[src/rtl/crf_multi_ch_if.sv]
// rtl/crf_multi_ch_if.sv - AXI4-Lite slave port bundle for the multi-channel config register file
interface crf_multi_ch_if #(
   parameter int ADDR_WIDTH = 12
);
   logic                  s_axi_awvalid;
   logic                  s_axi_awready;
   logic [ADDR_WIDTH-1:0] s_axi_awaddr;
   logic [2:0]            s_axi_awprot;
   logic                  s_axi_wvalid;
   logic                  s_axi_wready;
   logic [31:0]           s_axi_wdata;
   logic [3:0]            s_axi_wstrb;
   logic                  s_axi_bvalid;
   logic                  s_axi_bready;
   logic [1:0]            s_axi_bresp;
   logic                  s_axi_arvalid;
   logic                  s_axi_arready;
   logic [ADDR_WIDTH-1:0] s_axi_araddr;
   logic [2:0]            s_axi_arprot;
   logic                  s_axi_rvalid;
   logic                  s_axi_rready;
   logic [31:0]           s_axi_rdata;
   logic [1:0]            s_axi_rresp;

   modport slave (
      input  s_axi_awvalid, s_axi_awaddr, s_axi_awprot, s_axi_wvalid, s_axi_wdata, s_axi_wstrb,
             s_axi_bready, s_axi_arvalid, s_axi_araddr, s_axi_arprot, s_axi_rready,
      output s_axi_awready, s_axi_wready, s_axi_bvalid, s_axi_bresp, s_axi_arready,
             s_axi_rvalid, s_axi_rdata, s_axi_rresp
   );

   modport master (
      output s_axi_awvalid, s_axi_awaddr, s_axi_awprot, s_axi_wvalid, s_axi_wdata, s_axi_wstrb,
             s_axi_bready, s_axi_arvalid, s_axi_araddr, s_axi_arprot, s_axi_rready,
      input  s_axi_awready, s_axi_wready, s_axi_bvalid, s_axi_bresp, s_axi_arready,
             s_axi_rvalid, s_axi_rdata, s_axi_rresp
   );
endinterface

[src/rtl/crf_multi_ch.sv]
// rtl/crf_multi_ch.sv - AXI4-Lite config register file for N_CH upsampler channels
module crf_multi_ch #(
   parameter int N_CH           = 4,
   parameter int AXI_DATA_WIDTH = 32,
   parameter int AXI_ADDR_WIDTH = 12,
   parameter int CNT_WIDTH      = 16
) (
   input  logic                clk,
   input  logic                rst_n,
   crf_multi_ch_if.slave       axi,
   output logic [N_CH-1:0]     crf_ac_upstart,
   output logic [N_CH-1:0]     crf_ac_busy,
   input  logic [N_CH-1:0]     ac_crf_done,
   output logic                interrupt_updone
);
   localparam logic [1:0] RESP_OKAY   = 2'b00;
   localparam logic [1:0] RESP_SLVERR = 2'b10;

   logic                      aw_held, w_held, bvalid, rvalid;
   logic [AXI_ADDR_WIDTH-1:0] awaddr_q;
   logic [31:0]               wdata_q;
   logic [3:0]                wstrb_q;
   logic [1:0]                bresp, rresp;
   logic [AXI_DATA_WIDTH-1:0] rdata;

   logic [N_CH-1:0]           irq_en, busy, done_flag, upstart;
   logic [CNT_WIDTH-1:0]      cnt [N_CH];

   // Channel windows occupy 0x000-0x0FF; IRQSTAT is the single word at 0x100.
   function automatic void decode(input logic [AXI_ADDR_WIDTH-1:0] a, output logic ok,
                                  output logic is_irq, output logic [3:0] ch, output logic [1:0] off);
      ok     = 1'b0;
      is_irq = 1'b0;
      ch     = a[7:4];
      off    = a[3:2];
      if (a[AXI_ADDR_WIDTH-1:8] == '0) begin
         ok = (int'(a[7:4]) < N_CH);
      end else if (a[AXI_ADDR_WIDTH-1:8] == (AXI_ADDR_WIDTH-8)'(1) && a[7:2] == 6'd0) begin
         ok     = 1'b1;
         is_irq = 1'b1;
      end
   endfunction

   logic       wr_ok, wr_irq, rd_ok, rd_irq;
   logic [3:0] wr_ch, rd_ch;
   logic [1:0] wr_off, rd_off;
   logic       wr_fire, ctrl_en, stat_en;
   logic [N_CH-1:0] start_req, w1c, irq_en_nxt, done_ev, start_ok;
   logic [AXI_DATA_WIDTH-1:0] rd_word;

   always_comb begin
      decode(awaddr_q, wr_ok, wr_irq, wr_ch, wr_off);
      decode(axi.s_axi_araddr, rd_ok, rd_irq, rd_ch, rd_off);
   end

   assign wr_fire = aw_held && w_held && !bvalid;
   assign ctrl_en = wr_fire && wr_ok && !wr_irq && wr_off == 2'd0 && wstrb_q[0];
   assign stat_en = wr_fire && wr_ok && !wr_irq && wr_off == 2'd1 && wstrb_q[0];

   always_comb begin
      start_req  = '0;
      w1c        = '0;
      irq_en_nxt = irq_en;
      for (int i = 0; i < N_CH; i++) begin
         if (wr_ch == 4'(i)) begin
            if (ctrl_en) begin
               start_req[i]  = wdata_q[0];
               irq_en_nxt[i] = wdata_q[1];
            end
            if (stat_en) w1c[i] = wdata_q[1];
         end
      end
   end

   // Both START and done are judged against the pre-update BUSY, so a coincident done wins.
   assign done_ev  = ac_crf_done & busy;
   assign start_ok = start_req & ~busy;

   always_comb begin
      rd_word = '0;
      if (rd_ok && rd_irq) begin
         rd_word[N_CH-1:0] = done_flag & irq_en;
      end else if (rd_ok) begin
         for (int i = 0; i < N_CH; i++) begin
            if (rd_ch == 4'(i)) begin
               case (rd_off)
                  2'd0:    rd_word[1]           = irq_en[i];
                  2'd1:    rd_word[1:0]         = {done_flag[i], busy[i]};
                  2'd2:    rd_word[CNT_WIDTH-1:0] = cnt[i];
                  default: rd_word              = '0;
               endcase
            end
         end
      end
   end

   always_ff @(posedge clk) begin
      if (!rst_n) begin
         irq_en           <= '0;
         busy             <= '0;
         done_flag        <= '0;
         upstart          <= '0;
         interrupt_updone <= 1'b0;
         for (int i = 0; i < N_CH; i++) cnt[i] <= '0;
      end else begin
         irq_en           <= irq_en_nxt;
         upstart          <= start_ok;
         busy             <= (busy & ~done_ev) | start_ok;
         done_flag        <= done_ev | (done_flag & ~w1c);
         interrupt_updone <= |(done_flag & irq_en);
         for (int i = 0; i < N_CH; i++) begin
            if (done_ev[i]) cnt[i] <= cnt[i] + 1'b1;
         end
      end
   end

   always_ff @(posedge clk) begin
      if (!rst_n) begin
         aw_held  <= 1'b0;
         w_held   <= 1'b0;
         awaddr_q <= '0;
         wdata_q  <= '0;
         wstrb_q  <= '0;
         bvalid   <= 1'b0;
         bresp    <= RESP_OKAY;
      end else begin
         if (axi.s_axi_awvalid && axi.s_axi_awready) begin
            aw_held  <= 1'b1;
            awaddr_q <= axi.s_axi_awaddr;
         end
         if (axi.s_axi_wvalid && axi.s_axi_wready) begin
            w_held  <= 1'b1;
            wdata_q <= axi.s_axi_wdata;
            wstrb_q <= axi.s_axi_wstrb;
         end
         if (wr_fire) begin
            bvalid <= 1'b1;
            bresp  <= wr_ok ? RESP_OKAY : RESP_SLVERR;
         end
         if (bvalid && axi.s_axi_bready) begin
            bvalid  <= 1'b0;
            aw_held <= 1'b0;
            w_held  <= 1'b0;
         end
      end
   end

   always_ff @(posedge clk) begin
      if (!rst_n) begin
         rvalid <= 1'b0;
         rdata  <= '0;
         rresp  <= RESP_OKAY;
      end else if (axi.s_axi_arvalid && !rvalid) begin
         rvalid <= 1'b1;
         rdata  <= rd_word;
         rresp  <= rd_ok ? RESP_OKAY : RESP_SLVERR;
      end else if (rvalid && axi.s_axi_rready) begin
         rvalid <= 1'b0;
      end
   end

   assign axi.s_axi_awready = !aw_held && !bvalid;
   assign axi.s_axi_wready  = !w_held && !bvalid;
   assign axi.s_axi_bvalid  = bvalid;
   assign axi.s_axi_bresp   = bresp;
   assign axi.s_axi_arready = !rvalid;
   assign axi.s_axi_rvalid  = rvalid;
   assign axi.s_axi_rdata   = rdata;
   assign axi.s_axi_rresp   = rresp;
   assign crf_ac_upstart    = upstart;
   assign crf_ac_busy       = busy;

   logic unused_bits;
   assign unused_bits = &{1'b0, axi.s_axi_awprot, axi.s_axi_arprot, wdata_q[31:2], wstrb_q[3:1]};
endmodule

[src/flat_wrapper.sv]
// flat-port wrapper written by rule: the top's interface ports become plain ports
module crf_multi_ch_flat 
#(
   parameter int N_CH           = 4,
   parameter int AXI_DATA_WIDTH = 32,
   parameter int AXI_ADDR_WIDTH = 12,
   parameter int CNT_WIDTH      = 16
)
  (clk, rst_n, crf_ac_upstart, crf_ac_busy, ac_crf_done, interrupt_updone, axi_s_axi_awvalid, axi_s_axi_awaddr, axi_s_axi_awprot, axi_s_axi_wvalid, axi_s_axi_wdata, axi_s_axi_wstrb, axi_s_axi_bready, axi_s_axi_arvalid, axi_s_axi_araddr, axi_s_axi_arprot, axi_s_axi_rready, axi_s_axi_awready, axi_s_axi_wready, axi_s_axi_bvalid, axi_s_axi_bresp, axi_s_axi_arready, axi_s_axi_rvalid, axi_s_axi_rdata, axi_s_axi_rresp);
  crf_multi_ch_if #(.ADDR_WIDTH(12)) axi_i ();
  input  logic clk;
  input  logic rst_n;
  output logic [N_CH-1:0] crf_ac_upstart;
  output logic [N_CH-1:0] crf_ac_busy;
  input  logic [N_CH-1:0] ac_crf_done;
  output logic interrupt_updone;
  input wire logic [$bits(axi_i.s_axi_awvalid)-1:0] axi_s_axi_awvalid;
  input wire logic [$bits(axi_i.s_axi_awaddr)-1:0] axi_s_axi_awaddr;
  input wire logic [$bits(axi_i.s_axi_awprot)-1:0] axi_s_axi_awprot;
  input wire logic [$bits(axi_i.s_axi_wvalid)-1:0] axi_s_axi_wvalid;
  input wire logic [$bits(axi_i.s_axi_wdata)-1:0] axi_s_axi_wdata;
  input wire logic [$bits(axi_i.s_axi_wstrb)-1:0] axi_s_axi_wstrb;
  input wire logic [$bits(axi_i.s_axi_bready)-1:0] axi_s_axi_bready;
  input wire logic [$bits(axi_i.s_axi_arvalid)-1:0] axi_s_axi_arvalid;
  input wire logic [$bits(axi_i.s_axi_araddr)-1:0] axi_s_axi_araddr;
  input wire logic [$bits(axi_i.s_axi_arprot)-1:0] axi_s_axi_arprot;
  input wire logic [$bits(axi_i.s_axi_rready)-1:0] axi_s_axi_rready;
  output wire logic [$bits(axi_i.s_axi_awready)-1:0] axi_s_axi_awready;
  output wire logic [$bits(axi_i.s_axi_wready)-1:0] axi_s_axi_wready;
  output wire logic [$bits(axi_i.s_axi_bvalid)-1:0] axi_s_axi_bvalid;
  output wire logic [$bits(axi_i.s_axi_bresp)-1:0] axi_s_axi_bresp;
  output wire logic [$bits(axi_i.s_axi_arready)-1:0] axi_s_axi_arready;
  output wire logic [$bits(axi_i.s_axi_rvalid)-1:0] axi_s_axi_rvalid;
  output wire logic [$bits(axi_i.s_axi_rdata)-1:0] axi_s_axi_rdata;
  output wire logic [$bits(axi_i.s_axi_rresp)-1:0] axi_s_axi_rresp;
  assign axi_i.s_axi_awvalid = axi_s_axi_awvalid;
  assign axi_i.s_axi_awaddr = axi_s_axi_awaddr;
  assign axi_i.s_axi_awprot = axi_s_axi_awprot;
  assign axi_i.s_axi_wvalid = axi_s_axi_wvalid;
  assign axi_i.s_axi_wdata = axi_s_axi_wdata;
  assign axi_i.s_axi_wstrb = axi_s_axi_wstrb;
  assign axi_i.s_axi_bready = axi_s_axi_bready;
  assign axi_i.s_axi_arvalid = axi_s_axi_arvalid;
  assign axi_i.s_axi_araddr = axi_s_axi_araddr;
  assign axi_i.s_axi_arprot = axi_s_axi_arprot;
  assign axi_i.s_axi_rready = axi_s_axi_rready;
  assign axi_s_axi_awready = axi_i.s_axi_awready;
  assign axi_s_axi_wready = axi_i.s_axi_wready;
  assign axi_s_axi_bvalid = axi_i.s_axi_bvalid;
  assign axi_s_axi_bresp = axi_i.s_axi_bresp;
  assign axi_s_axi_arready = axi_i.s_axi_arready;
  assign axi_s_axi_rvalid = axi_i.s_axi_rvalid;
  assign axi_s_axi_rdata = axi_i.s_axi_rdata;
  assign axi_s_axi_rresp = axi_i.s_axi_rresp;
  crf_multi_ch #(.N_CH(N_CH), .AXI_DATA_WIDTH(AXI_DATA_WIDTH), .AXI_ADDR_WIDTH(AXI_ADDR_WIDTH), .CNT_WIDTH(CNT_WIDTH)) u_core (.clk(clk), .rst_n(rst_n), .axi(axi_i), .crf_ac_upstart(crf_ac_upstart), .crf_ac_busy(crf_ac_busy), .ac_crf_done(ac_crf_done), .interrupt_updone(interrupt_updone));
endmodule
[config.mk]
export PLATFORM = sky130hd
export DESIGN_NAME = crf_multi_ch_flat
export DESIGN_NICKNAME = d
export VERILOG_FILES = /design/src/rtl/crf_multi_ch_if.sv /design/src/rtl/crf_multi_ch.sv /design/src/flat_wrapper.sv
export SDC_FILE = /design/constraint.sdc
export NUM_CORES = 1
export LEC_CHECK = 0
export ABC_AREA = 1
export CAP_MARGIN = 20
export CORE_ASPECT_RATIO = 0.9
export CORE_MARGIN = 2
export CORE_UTILIZATION = 30
export CTS_CLUSTER_DIAMETER = 80
export DETAILED_ROUTE_END_ITERATION = 8
export GPL_TIMING_DRIVEN = 0
export SKIP_CTS_REPAIR_TIMING = 1
export SYNTH_ARGS = -nofsm -noshare
export SYNTH_HDL_FRONTEND = slang
export SYNTH_SLANG_ARGS = --single-unit
[constraint.sdc]
create_clock -name clk -period 4.4 [get_ports clk]
set_clock_uncertainty 0.15 [all_clocks]
set_input_delay 0.88 -clock clk [delete_from_list [all_inputs] [get_ports clk]]
set_output_delay 0.88 -clock clk [all_outputs]
set_load 0.05 [all_outputs]
After elaboration in Yosys (flattened, before gate mapping)
Memory sizes are Yosys's and may differ from the RTL's.
Cells that the tools add are included.
{"block": "totals", "ff_bits": 72, "ram_bits": 64, "input_bits": 77, "output_inout_bits": 50, "elab_cells": 152, "n_memories": 1}
{"block": "op_classes", "addsub": 4, "order_cmp": 2, "n_eq_ne": 11, "muxes": 61, "bitwise_logic": 15, "reduce_logical": 40}
{"name": "u_core.cnt", "words": 4, "width": 16, "read_ports": 4, "rd_ports_with_merged_regs": 0, "wr": 4, "line_no": "crf_multi_ch.sv:27", "source": "logic [CNT_WIDTH-1:0] cnt [N_CH];"}
{"operator": "two-way mux 32 bit", "count": 6}
{"operator": "two-way mux 16 bit", "count": 8}
{"operator": "one-hot mux 14 bit (2 select lines)", "count": 3}
{"operator": "adder 16 x 1 -> 16 bit, second input constant", "count": 4}
{"operator": "two-way mux 1 bit", "count": 31}
{"operator": "two-way mux 28 bit", "count": 1}
{"operator": "one-hot mux 1 bit (3 select lines)", "count": 7}
{"operator": "AND 4 bit", "count": 5}
{"operator": "logical AND 1 bit", "count": 18}
{"operator": "== test 4 x 1 -> 1 bit, second input constant", "count": 4}
{"operator": "== test 4 x 2 -> 1 bit, second input constant", "count": 4}
{"operator": "zero test 4 bit", "count": 4}
{"operator": "two-way mux 14 bit", "count": 1}
{"operator": "zero test 6 bit", "count": 2}
{"operator": "inverter 4 bit", "count": 3}
{"operator": "< comparator 4 x 3 -> 1 bit, second input constant", "count": 2}
{"operator": "OR 4 bit", "count": 2}
{"operator": "AND reduction 2 bit", "count": 4}
{"operator": "zero test 1 bit", "count": 5}
{"operator": "== test 2 x 1 -> 1 bit, second input constant", "count": 2}
{"operator": "zero test 2 bit", "count": 2}
{"operator": "two-way mux 2 bit", "count": 2}
{"operator": "two-way mux 4 bit", "count": 1}
{"operator": "OR 1 bit", "count": 4}
{"operator": "other kinds (7)", "count": 8}

Longest topological paths before layout
Gate-level depths: netlist of the first run.
{"block": "logic_depth", "depth_word": 14, "depth_mapped": 13, "mapped_depth_nobuf": 12}

Least setup slack after synthesis of the first run
OpenSTA, ideal clock, no wires.
{"block": "synth_path", "kind": "register to output", "startpoint": "register u_core.bvalid, in the netlist u_core.axi.s_axi_bvalid", "endpoint": "output port axi_s_axi_wready", "t_arrival_ns": 1.313, "required_ns": 3.370, "path_slack_ns": 2.057, "stages_incl_launch_ff": 2, "path_buffers": 0, "cell_sequence": "dfxtp_1 -> nor2_1"}
{"block": "synth_via", "elab_chain_cells": 2}
{"element": "start, declared", "line_no": "crf_multi_ch.sv:19", "source": "logic aw_held, w_held, bvalid, rvalid;"}
{"element": "start signal, assigned", "line_no": "crf_multi_ch.sv:124", "source": "bvalid <= 1'b0;"}
{"element": "start signal, assigned", "line_no": "crf_multi_ch.sv:137", "source": "bvalid <= 1'b1;"}
{"element": "start signal, assigned", "line_no": "crf_multi_ch.sv:141", "source": "bvalid <= 1'b0;"}
{"element": "zero test 1 bit", "line_no": "crf_multi_ch.sv:163", "source": "assign axi.s_axi_wready = !w_held && !bvalid;"}
{"element": "logical AND 1 bit", "line_no": "crf_multi_ch.sv:163"}
{"element": "end, declared", "line_no": "flat_wrapper.sv:29", "source": "output wire logic [$bits(axi_i.s_axi_wready)-1:0] axi_s_axi_wready;"}
No other way between the ends.

Final worst setup path of the first run
Ends and elaborated chain as after synthesis.

==> impl_summary.txt, run 1 <==
----------------------------------------------------
[Worst hold path]
  Class of the most critical hold timing path ... flop to flop
  Startpoint of the tightest hold check path ... u_core.awaddr_q[10]
  Hold Crit Depth ... 2
  Min-Delay Endpoint ... u_core.awaddr_q[10]

[Die]
  Row count ... 50
  Initial Utilization ... 0.308
  Die footprint ... around 23,000 µm²
  Boundary Pins ... between 100 and 150
  Core Box Area ... ~21,000 µm²
  Vertical die dimension ... roughly 140 µm
  Width of the die ... approximately 160 µm

[Finish]
  Diode insertion count for antenna repair ... 0
  Synth-to-Final Area Change ... 24.9%
  Filler Cells Inserted ... between 2,000 and 2,500
  Share of cells above drive strength 1 ... 0.133
  Final Non-Filler Cells ... between 1,000 and 1,500
  Net count, final ... 1,001

[Yosys]
  Part of the Yosys area used for sequential elements ... 0.459
  Synth Register Bits ... 116
  Cell area after synthesis ... roughly 6500 µm²
  Number of cells produced by synthesis ... a little over 800
  YS warnings ... 0
  Biggest area consumer among synthesized cells ... sky130_fd_sc_hd__edfxtp_1
  Area share of the largest cell type after synthesis ... 0.297
  Count of different cell masters after synthesis ... 43
  Post-Syn Area per Cell ... 7.92 µm²
  Most area-consuming cells after synthesis ... sky130_fd_sc_hd__edfxtp_1 30%, sky130_fd_sc_hd__dfxtp_1 16%, sky130_fd_sc_hd__nand2_1 11%

[Global routing]
  Initial antenna violation count ... 0
  Largest net degree at the start of global routing ... 18
  Total Routing Usage GR ... 0.162
  Via count of the first global-routing pass ... around 5,400
  First-pass GRT wire length ... 28,300 µm
  Total overflow reported by the global router ... 0

[Pwr]
  Combinational power share ... 0.101
  Net Sw Power ... 728 µW
  Worst vdd rail ir drop ... roughly 0.00022 V
  Power, Total ... 2.78 mW
  Leak pwr ... 3.05 nW
  P_int ... 2.05 mW
  Cell Pwr Density ... around 340 nW/µm²
  Switching power as a share of total power ... 0.262
  Relative contribution of sequential cells to total power ... 0.436
  Clock share of power ... 0.462

[Setup path]
  Endpoint of the most critical register-to-register path ... u_core.cnt[1][14]
  Startpoint of the most critical register-to-register path ... u_core.cnt[1][0]
  Critical-path maximum fanout ... 5
  Worst path required time ... around 3400 ps
  Type of element launching the critical path ... flop
  Arrival @ worst endpoint ... about 1900 ps
  Worst setup slack for register-to-register paths ... 2330 ps
  Reg2reg path depth ... 9
  Endpoint type of the worst setup path ... primary output
  Startpoint-to-endpoint class of the critical path ... flop to primary output

[Routing]
  Routed wirelength normalized by instance count ... between 10 and 15 µm
  Post-Route WL ... between 15,000 and 20,000 µm
  DRC violations left ... 0
  First-iteration detailed-routing DRC count ... 379
  Number of iterations in the first detailed-routing pass ... 5
  Post-detailed-route count of antenna-violating nets ... 0
  Number of vias per cell after detailed routing ... 4.65
  DR vias ... roughly 5,700

[Timing]
  Slew Limit Fails ... 0
  Endpoints failing setup ... 0
  Time the worst path needs with I/O delays and setup ... approximately 2900 ps
  Relative slew slack ... 0.511
  Setup TNS ... 0 ps
  Number of hold violations in the final report ... 0
  Final clock period utilization by the worst path ... 0.655
  RSZ-0062 raised after global routing ... false
  Max Clock Freq ... 347 MHz
  Least-Margin Pin Slew ... about 730 ps

[Clocking]
  Clock buffer depth ... 2
  Clock Pin Slew Worst Setup and Hold Paths ... about 60 ps
  H-tree depth ... 4
  Clock buffers created by TritonCTS ... 17
  Clock insertion delay at the later pin of the skew report ... approximately 420 ps
  TritonCTS clock tree ... built
  Number of sinks driven by the clock tree ... 116
  Root Driver ... sky130_fd_sc_hd__clkbuf_16

[Job]
  Max-capacitance violation count ... 0

[Place]
  Number of I/O port buffers ... between 60 and 70
  HPWL after detailed placement ... 13,000 µm
  Placed Cells incl. Taps ... 1,183
  Routability cong. ... 0.853

[Outcome]
  Outcome ... finished clean

----------------------------------------------------
[routing by layer]
metal,up-vias,routed length (µm),GRT usage
li1,2911,-,-
met1,2626,8460,0.226
met2,95,7700,0.246
met3,22,659,0.0370
met4,0,328,0.0588
met5,-,0,0
[registers in the layout (all words and copies together), names as in the netlist]
register,count
u_core.cnt,64
u_core.axi.s_axi_rdata,16
u_core.awaddr_q,10
u_core.crf_ac_busy,4
u_core.crf_ac_upstart,4
u_core.done_flag,4
u_core.irq_en,4
u_core.wdata_q,2
u_core.aw_held,1
u_core.axi.s_axi_bresp,1
u_core.axi.s_axi_bvalid,1
u_core.axi.s_axi_rresp,1
u_core.axi.s_axi_rvalid,1
u_core.interrupt_updone,1
u_core.w_held,1
u_core.wstrb_q,1
[placed cells by master (no fill, tap or decap), drive strengths merged, types with 4 or more instances in the layout]
master	netlist	final
ha	8	8
nand3	65	65
nand2	190	190
clkinv	1	8
a21oi	85	85
o21ai	55	55
or2	7	7
buf	30	30
clkdlybuf4s50	0	64
clkbuf	7	31
inv	104	105
dfxtp	52	52
o22ai	11	11
nor3	29	29
nand4	15	15
edfxtp	64	64
o21a	4	4
conb	1	18
nor2	75	75
[power by group through the flow]
stage	registers, mW	logic, mW	clock network [mW]
6_report	1.21	0.281	1.28
5_1_grt	1.22	0.309	1.36
4_1_cts	1.21	0.281	1.30
3_5_place_dp	1.23	0.280	0
3_3_place_gp	1.23	0.279	0
2_1_floorplan	1.24	0.176	0
[critical path, stage by stage (launching register included)]
cell and delay, ps:
sky130_fd_sc_hd__dfxtp_1 340, sky130_fd_sc_hd__nor2_1 230, sky130_fd_sc_hd__clkdlybuf4s50_1 860
[worst max path at each step]
stage / end / slack, ps / start
after floorplan: axi_s_axi_wready / 2060 / u_core.axi.s_axi_bvalid
after global placement: u_core.axi.s_axi_rdata[7] / 1180 / axi_s_axi_araddr[3]
after detailed placement: u_core.axi.s_axi_rdata[5] / 1190 / axi_s_axi_araddr[3]
after CTS: axi_s_axi_wready / 1490 / u_core.axi.s_axi_bvalid
after global routing: axi_s_axi_wready / 1440 / u_core.axi.s_axi_bvalid
final: axi_s_axi_wready / 1520 / u_core.axi.s_axi_bvalid
[stage by stage]
stage	cell area (µm²)	utilization	worst slack, ps	hold slack (ps)
global placement	7520	0.359	1180	296
global route	8070	0.385	1440	350
finish	8070	0.385	1520	311
detailed placement	7520	0.359	1190	299
CTS	8070	0.385	1490	307
floorplan	6530	-	2060	280
[final cells by class]
type | count | area [µm²] | share of cell area
tap | 286 | 358 | 0.0444
inverter | 105 | 394 | 0.0489
timing repair buffer | 64 | 641 | 0.0794
buffer | 37 | 256 | 0.0318
multi-input combinational | 575 | 2910 | 0.361
clock inverter | 8 | 52.6 | 0.00651
clock buffer | 24 | 492 | 0.0609
sequential | 116 | 2960 | 0.367
[synthesized netlist by cell type (all sizes together)]
cell    instances
a21oi          85
a22oi           1
a31oi           2
a41oi           2
buf            30
clkbuf          7
clkinv          1
conb            1
dfxtp          52
edfxtp         64
ha              8
inv           104
nand2         190
nand3          65
nand4          15
nor2           75
nor3           29
nor3b           2
nor4            2
o211ai          2
o21a            4
o21ai          55
o22ai          11
or2             7
or3             1
xnor2           1
[logic make-up after synthesis]
| family | after synthesis | share of synthesized area |
|---|---|---|
| buffers and inverters | 142 | 0.101 |
| flip-flops | 116 | 0.459 |
| AO/OA/AOI/OAI | 162 | 0.142 |
| other | 1 | 0.000580 |
| XOR/XNOR | 1 | 0.00136 |
| adder cells (fa/ha/maj) | 8 | 0.0155 |
| AND/OR/NAND/NOR | 386 | 0.281 |
No activity file was read; power rests on OpenSTA's default activity.
==> run 2, diff against run 1 <==
==> constraint.sdc (replaced) <==
create_clock -name clk -period 2.55 [get_ports clk]
set_clock_uncertainty 0.15 [all_clocks]
set_input_delay 0.51 -clock clk [delete_from_list [all_inputs] [get_ports clk]]
set_output_delay 0.51 -clock clk [all_outputs]
set_load 0.05 [all_outputs]
==> impl_summary.txt, run 2 (synthesis gave the netlist of run 1 again) <==
----------------------------------------------------
[Finish]
  Share of cells above drive strength 1 ... 0.133
  Register name with the most flops ... u_core.cnt
  Synth-to-Final Area Change ... 24.9%
  Leading cell types in the layout, fill and taps excluded ... 182 x sky130_fd_sc_hd__nand2_1, 99 x sky130_fd_sc_hd__inv_1, 74 x sky130_fd_sc_hd__a21oi_1
  Most common cell after layout, fill and taps aside ... sky130_fd_sc_hd__nand2_1
  Diode insertion count for antenna repair ... 0
  Net count, final ... around 1,000
  Final Non-Filler Cells ... about 1,200
  Post-Route Utilization ... 0.385
  Flip-flop count of the largest register after layout ... 64

[Routing]
  Number of iterations in the first detailed-routing pass ... 5
  Post-detailed-route count of antenna-violating nets ... 0
  DR vias ... ~5,700
  First-iteration detailed-routing DRC count ... around 350
  Post-Route WL ... roughly 17,000 µm
  Number of vias per cell after detailed routing ... 4.65
  DRC violations left ... 0
  Routed wirelength normalized by instance count ... between 10 and 15 µm

[Setup path]
  Arrival @ worst endpoint ... between 1500 and 2000 ps
  Startpoint-to-endpoint class of the critical path ... flop to primary output
  Endpoint type of the worst setup path ... primary output
  Critical-path maximum fanout ... 5
  Worst path required time ... roughly 1900 ps
  Type of element launching the critical path ... flop
  Worst setup slack for register-to-register paths ... 480 ps
  Reg2reg path depth ... 9

[Die]
  Initial Utilization ... 0.308
  Core Box Area ... 21,000 µm²
  Boundary Pins ... between 100 and 150
  Row count ... 50
  Width of the die ... 159 µm
  Vertical die dimension ... between 100 and 150 µm
  Die footprint ... ~23,000 µm²

[Place]
  Number of I/O port buffers ... between 60 and 70
  Routability cong. ... 0.853
  HPWL after detailed placement ... 13,000 µm
  Placed Cells incl. Taps ... roughly 1,200

[Global routing]
  Initial antenna violation count ... 0
  Via count of the first global-routing pass ... roughly 5,400
  Total Routing Usage GR ... 0.162
  Total overflow reported by the global router ... 0
  First-pass GRT wire length ... around 28,000 µm
  Largest net degree at the start of global routing ... 18

[Timing]
  Final clock period utilization by the worst path ... 0.969
  Relative slew slack ... 0.507
  Time the worst path needs with I/O delays and setup ... about 2500 ps
  Least-Margin Pin Slew ... approximately 740 ps
  Number of hold violations in the final report ... 0
  Slew Limit Fails ... 0
  Max Clock Freq ... 405 MHz
  RSZ-0062 raised after global routing ... false
  Endpoints failing setup ... 0

[Clocking]
  Number of sinks driven by the clock tree ... about 120
  TritonCTS clock tree ... built
  Clock buffer depth ... 2
  Clock insertion delay at the later pin of the skew report ... 420 ps
  Clock buffers created by TritonCTS ... 17
  Root Driver ... sky130_fd_sc_hd__clkbuf_16
  Clock Pin Slew Worst Setup and Hold Paths ... 60 ps
  H-tree depth ... 4

[Pwr]
  Leak pwr ... about 3.1 nW
  Cell Pwr Density ... 594 nW/µm²
  Worst vdd rail ir drop ... around 0.00038 V
  Power, Total ... 4.79 mW

[Worst hold path]
  Hold Crit Depth ... 3
  Class of the most critical hold timing path ... primary input to flop

[Job]
  Max-capacitance violation count ... 0

[Outcome]
  Outcome ... finished clean

----------------------------------------------------
-- run 2: changes by cell type in the layout (fill, tap and decap cells not counted) --
cell | previous run | this run
sky130_fd_sc_hd__clkdlybuf4s50_1 | 64 | 63
sky130_fd_sc_hd__dlymetal6s2s_1 | 0 | 1
-- run 2: worst paths after layout --
check | start | end
setup / recovery | u_core.axi.s_axi_bvalid | axi_s_axi_awready
hold / removal | rst_n | u_core.wstrb_q[0]
setup reg to reg | u_core.cnt[1][0] | u_core.cnt[1][14]
hold reg to reg | u_core.awaddr_q[10] | u_core.awaddr_q[10]
-- run 2: per-layer routing --
metal,share of wire,vias up,GRT usage
li1,-,2913,-
met1,0.49,2622,0.226
met2,0.45,97,0.246
met3,0.041,22,0.0370
met4,0.019,0,0.0588
met5,0,-,0
-- run 2: critical path, stage by stage, from the launching register on --
cell	delay [ps]
sky130_fd_sc_hd__dfxtp_1	340
sky130_fd_sc_hd__nor2_1	200
sky130_fd_sc_hd__clkdlybuf4s50_1	840
-- run 2: per-stage QoR --
step | TNS, ps | hold WS, ps | cell area (µm²) | setup WS [ps]
after floorplan | 0 | 280 | 6530 | 257
after global placement | -3210 | 296 | 7520 | -305
after detailed placement | -3000 | 299 | 7520 | -292
after CTS | 0 | 251 | 8070 | 15.0
after global routing | 0 | 268 | 8070 | 12.9
final | 0 | 264 | 8070 | 80.3
-- run 2: area by class of cell --
cell class | count | area [µm²]
tap | 286 | 358
fill | 2169 | 12900
timing repair buffer | 64 | 643
multi-input combinational | 575 | 2910
clock buffer | 24 | 492
inverter | 105 | 394
sequential | 116 | 2960
clock inverter | 8 | 52.6
buffer | 37 | 256
-- run 2: power by group --
group	leakage, nW	internal [mW]	switching, mW	total, mW
registers	1.08	2.04	0.0540	2.09
logic	1.70	0.156	0.328	0.484
clock network	0.274	1.34	0.875	2.22
total	3.06	3.53	1.26	4.79
==> RTL edit 1: new RTL, flow settings as in run 2 <==
Put one more register stage on the output `interrupt_updone`, cleared by the reset. The value now appears one clock later. The other outputs are not delayed to match.
--- a/src/rtl/crf_multi_ch.sv
+++ b/src/rtl/crf_multi_ch.sv
@@ -17,2 +17,4 @@
    localparam logic [1:0] RESP_SLVERR = 2'b10;
+
+   logic interrupt_updone_s0;
 
@@ -102,3 +104,3 @@
          upstart          <= '0;
-         interrupt_updone <= 1'b0;
+         interrupt_updone_s0 <= 1'b0;
          for (int i = 0; i < N_CH; i++) cnt[i] <= '0;
@@ -109,3 +111,3 @@
          done_flag        <= done_ev | (done_flag & ~w1c);
-         interrupt_updone <= |(done_flag & irq_en);
+         interrupt_updone_s0 <= |(done_flag & irq_en);
          for (int i = 0; i < N_CH; i++) begin
@@ -174,2 +176,10 @@
    assign unused_bits = &{1'b0, axi.s_axi_awprot, axi.s_axi_arprot, wdata_q[31:2], wstrb_q[3:1]};
+   always_ff @(posedge clk) begin
+      if (!rst_n) begin
+         interrupt_updone <= '0;
+      end else begin
+         interrupt_updone <= interrupt_updone_s0;
+      end
+   end
+
 endmodule
Check against the original RTL: not equivalent (a bounded check fails within 10 cycles, from zero or initial values and one cycle with rst_n low).
==> RTL edit 1 against run 2 <==
- synthesized area increased by 0.79%
- via count rose by 1.9%
- design area is 1.3% higher
- sequential share of layout area is 0.22 points lower
- sequential cell count up 1
- wire length rose by 2.0%
- synthesized cell count grew 1.1%
- power is 3.9% higher
- setup slack better by 0.038 ns
- critical path depth is the same
- critical endpoint is now axi_s_axi_wready
- largest power group unchanged
==> RTL edit 1: results (changes against run 2) <==
Place
The global placement routability congestion is 0.826 (was 0.853). The area of placed instances is 0.00759 mm² (was 0.00752 mm²). The total half-perimeter wirelength after legalization and detailed placement came to 13.2 mm (was 13.0 mm). The total placed cells including tap cells is 1,198 (was 1,183). The number of port buffers is 65 (was 64).

Drt
The number of violations reported at the end of detailed-routing iteration 0 was 383 (was 353). The routed wire length per instance came to 14.2 µm (was 14.1 µm). The count of vias placed by the detailed router is 5,762 (was 5,654). The post-detailed-routing wire length is 17.5 mm (was 17.1 mm). The first-pass iteration count of the detailed router is 6 (was 5).

Finish
The ratio of cells with drive above 1 in the final layout is 13.3% (about the same). The largest register by flop count is u_core.cnt (unchanged). The total number of nets in the final design is 1,011 (was 1,001). The number of flip-flops under the largest register name is 64 (unchanged).

GRT
The global-route usage over all layers is 15.7% (was 16.2%). The number of global-route vias before repair came to 5,459 (was 5,448). The global-route wire length before repair is 27.9 mm (was 28.3 mm).

Pwr
The static power due to leakage was 0.00305 µW (was 0.00306 µW). The worst vdd rail ir drop is 378 µV (was 381 µV).

Logic synthesis
The proportion of synthesized chip area in sequential cells is 45.8% (was 45.9%). The synthesized area per cell was 7.89 µm² (was 7.92 µm²). Top post-synthesis cells by count: 185 x nand2_1, 101 x inv_1, 71 x a21oi_1 (was 182 x nand2_1, 99 x inv_1, 74 x a21oi_1). The number of distinct library cells after synthesis was 44 (was 43). Cell types occupying the most area after synthesis: edfxtp_1 30%, dfxtp_1 16%, nand2_1 11%, inv_1 5.8%, a21oi_1 5.5% (was edfxtp_1 30%, dfxtp_1 16%, nand2_1 11%, inv_1 5.8%, a21oi_1 5.7%).

Run status
Result of the run: finished, final reports clean (unchanged).

STA
The transition time at the pin with the least slew margin is 0.775 ns (was 0.738 ns).

Setup path
The data arrival time of the critical path is 1.77 ns (was 1.81 ns). The maximum fanout along the worst path came to 5 (unchanged).

Min path
The class of the worst hold path was reg -> reg (was in -> reg).
-- RTL edit 1: changes by cell type after synthesis, moves of 4 or more --
cell	change
nand3_1	-17
nor2_1	+6
nor2_2	+4
inv_2	+4
o21ai_0	+14
-- RTL edit 1: worst reg2reg max path, cell delays in order (launching register included) --
cell      delay (ns)
edfxtp_1        0.41
ha_1            0.22
nand3_1         0.13
nor2_1          0.13
nand2_1         0.10
nor3_2          0.22
nand2_1         0.14
nor2_1          0.16
a21oi_1         0.08
o21a_1          0.11
-- RTL edit 1: metrics by stage --
stage / setup slack (ns) / power, µW
after floorplan: 0.231 / 2470
after global placement: -0.0668 / 2630
after detailed placement: -0.100 / 2640
after CTS: 0.0501 / 5010
after global routing: 0.0381 / 5140
final: 0.119 / 4980
-- RTL edit 1: path summary, 6_finish.rpt --
check	from	to	slack (ns)	cells past startpoint
worst min-delay path	u_core.interrupt_updone_s0$_SDFF_PN0_	u_core.interrupt_updone$_SDFF_PN0_	0.28	2
worst min register to register	u_core.interrupt_updone_s0$_SDFF_PN0_	u_core.interrupt_updone$_SDFF_PN0_	0.28	2
worst max register to register	u_core.cnt[1][1]$_SDFFCE_PN0P_	u_core.cnt[1][14]$_SDFFCE_PN0P_	0.45	9
worst max-delay path	u_core.axi.s_axi_bvalid$_SDFFE_PP0P_	axi_s_axi_wready	0.12	2
-- RTL edit 1: cell type report --
type / instances / area, µm²
flip-flops and latches: 117 / 2980
inverters: 111 / 417
clock inverters: 15 / 155
multi-input cells: 578 / 2930
fillers: 2264 / 13300
plain buffers: 36 / 250
clock buffers: 17 / 425
repair buffers: 65 / 653
well taps: 291 / 364
-- RTL edit 1: power breakdown --
group	switching, µW	leakage, µW	internal (µW)
Clock	935	0.000282	1440
Sequential	61.4	0.00109	2050
Combinational	328	0.00168	158
Total	1320	0.00305	3650
-- RTL edit 1: kinds of logic (layout without fill, tap and decap cells) --
group | count (synthesis) | after routing | share of synthesized area, %
AO/OA/AOI/OAI | 169 | 169 | 14.3
other | 1 | 18 | 0.0576
adder cells (fa/ha/maj) | 8 | 8 | 1.54
buffers and inverters | 147 | 244 | 10.2
XOR/XNOR | 1 | 1 | 0.135
AND/OR/NAND/NOR | 382 | 382 | 28.0
flip-flops | 117 | 117 | 45.8
-- RTL edit 1: per-layer routing --
| layer | GRT usage [%] | wire, µm | up-vias |
|---|---|---|---|
| met1 | 20.3 | 8300 | 2666 |
| met3 | 3.17 | 792 | 23 |
| met5 | 0 | 0 | - |
| met2 | 25.7 | 8020 | 150 |
| met4 | 6.46 | 370 | 0 |
| li1 | - | - | 2923 |
==> RTL edit 2: new RTL, config.mk and constraints of run 2 <==
Without the edit above. Reset style: asynchronous (`rst_n`), changed in 3 clocked blocks.
--- a/src/rtl/crf_multi_ch.sv
+++ b/src/rtl/crf_multi_ch.sv
@@ -96,3 +96,3 @@
 
-   always_ff @(posedge clk) begin
+   always_ff @(posedge clk or negedge rst_n) begin
       if (!rst_n) begin
@@ -116,3 +116,3 @@
 
-   always_ff @(posedge clk) begin
+   always_ff @(posedge clk or negedge rst_n) begin
       if (!rst_n) begin
@@ -147,3 +147,3 @@
 
-   always_ff @(posedge clk) begin
+   always_ff @(posedge clk or negedge rst_n) begin
       if (!rst_n) begin
Behaviour: differs if rst_n is asserted again (counterexample within 4 cycles, from zero or initial values and one cycle with rst_n low); with rst_n held inactive, the same outputs for 4 cycles.
==> RTL edit 2 against run 2 <==
- combinational power up 95%
- synthesized area shrank 7.4%
- wire length fell by 19%
- global-route usage decreased by 2.4 points
- final cell count shrank 12%
- power rose by 19%
- design area is 4.5% lower
- sequential cell count is the same
- setup slack improved by 0.079 ns
- non-clock buffer count is 7 lower
- critical path type unchanged
==> RTL edit 2: results (changes against run 2) <==
Pwr
The relative contribution of the clock network to total power is 45.9% (was 46.3%). The portion of total power attributed to combinational logic is 16.5% (was 10.1%).

Setup path
The maximum fanout along the worst path is 4 (was 5). The data arrival time of the critical path came to 1.73 ns (was 1.81 ns). The register-to-register path setup slack is 0.58 ns (was 0.48 ns).

GRT
The global-route met3 utilization is 4.17% (was 3.70%). The met1 usage is 19.1% (was 22.6%). The global routing met2 resource utilization came to 20.6% (was 24.6%). The global-route usage over all layers is 13.8% (was 16.2%).

Place
The area of placed instances was 0.00705 mm² (was 0.00752 mm²). The total half-perimeter wirelength after legalization and detailed placement came to 10.4 mm (was 13.0 mm). The worst setup timing slack at the placement stage was -0.273 ns (was -0.292 ns). The number of port buffers is 65 (was 64).

Logic synthesis
The synthesized netlist cell count is 702 (was 816). The proportion of synthesized chip area in sequential cells came to 48.5% (was 45.9%). The number of distinct library cells after synthesis is 42 (was 43).

Cell types occupying the most area after synthesis: dfrtp_1 48%, nand2_1 11%, xor2_1 6.6%, inv_1 4.2%, a21oi_1 3.3% (was edfxtp_1 30%, dfxtp_1 16%, nand2_1 11%, inv_1 5.8%, a21oi_1 5.7%). Top post-synthesis cells by count: 178 x nand2_1, 116 x dfrtp_1, 67 x inv_1 (was 182 x nand2_1, 99 x inv_1, 74 x a21oi_1).

Drt
The first-pass iteration count of the detailed router came to 4 (was 5). The routed metal-1 wirelength came to 6.78 mm (was 8.41 mm). The post-detailed-routing wire length is 13.9 mm (was 17.1 mm). The total length of routed met2 wires was 6.28 mm (was 7.69 mm).

The total length of routed met3 wires is 710 µm (was 707 µm).

STA
The minimum hold slack came to 0.324 ns (was 0.264 ns). The transition time at the pin with the least slew margin was 0.536 ns (was 0.738 ns).

Finish
The ratio of cells with drive above 1 in the final layout is 14.3% (was 13.3%). The post-layout instance count excluding filler cells is 1,072 (was 1,215).

Min path
The hold-critical path endpoint was u_core.axi.s_axi_rresp[1]$_DFFE_PN0P_ (was u_core.wstrb_q[0]$_SDFFE_PN0P_). The startpoint of the tightest hold check path is u_core.axi.s_axi_rresp[1]$_DFFE_PN0P_ (was rst_n). The cell count of the worst hold path came to 2 (was 3). The class of the worst hold path is reg -> reg (was in -> reg).

Run status
Result of the run: finished, final reports clean (unchanged).
[RTL edit 2: worst max path at each step]
| stage | depth (start not counted) | slack [ns] | startpoint | to |
|---|---|---|---|---|
| detailed placement | 13 | -0.27 | axi_s_axi_araddr[3] | u_core.axi.s_axi_rdata[3]$_DFFE_PN0P_ |
| global placement | 1 | -3.93 | rst_n | u_core.cnt[60]$_DFFE_PN0P_ |
| CTS | 2 | 0.04 | u_core.axi.s_axi_bvalid$_DFFE_PN0P_ | axi_s_axi_wready |
| finish | 1 | 0.16 | u_core.crf_ac_busy[3]$_DFF_PN0_ | crf_ac_busy[3] |
| floorplan | 5 | 0.17 | u_core.axi.s_axi_bvalid$_DFFE_PN0P_ | u_core.awaddr_q[10]$_DFFE_PN0P_ |
| global route | 12 | 0.06 | axi_s_axi_araddr[2] | u_core.axi.s_axi_rdata[3]$_DFFE_PN0P_ |
[RTL edit 2: cells by family (layout without fill, tap and decap cells)]
| logic type | count (synthesis) | after routing | synth area share, % |
|---|---|---|---|
| AOI/OAI and AO/OA | 83 | 83 | 7.25 |
| xor gates and xnor gates | 57 | 57 | 8.34 |
| and+or+nand+nor | 324 | 324 | 25.2 |
| buffers and inverters | 109 | 207 | 8.21 |
| adders and majority gates | 8 | 8 | 1.67 |
| DFF | 116 | 116 | 48.5 |
| muxes | 4 | 4 | 0.752 |
| other | 1 | 18 | 0.0626 |
[RTL edit 2: cell type report]
cell class	instances	area [µm²]
buffer	27	184
timing repair buffer	67	694
inverter	81	304
clock buffer	18	439
multi-input combinational	494	2660
tap	255	319
fill	1987	12100
clock inverter	14	209
sequential	116	2900
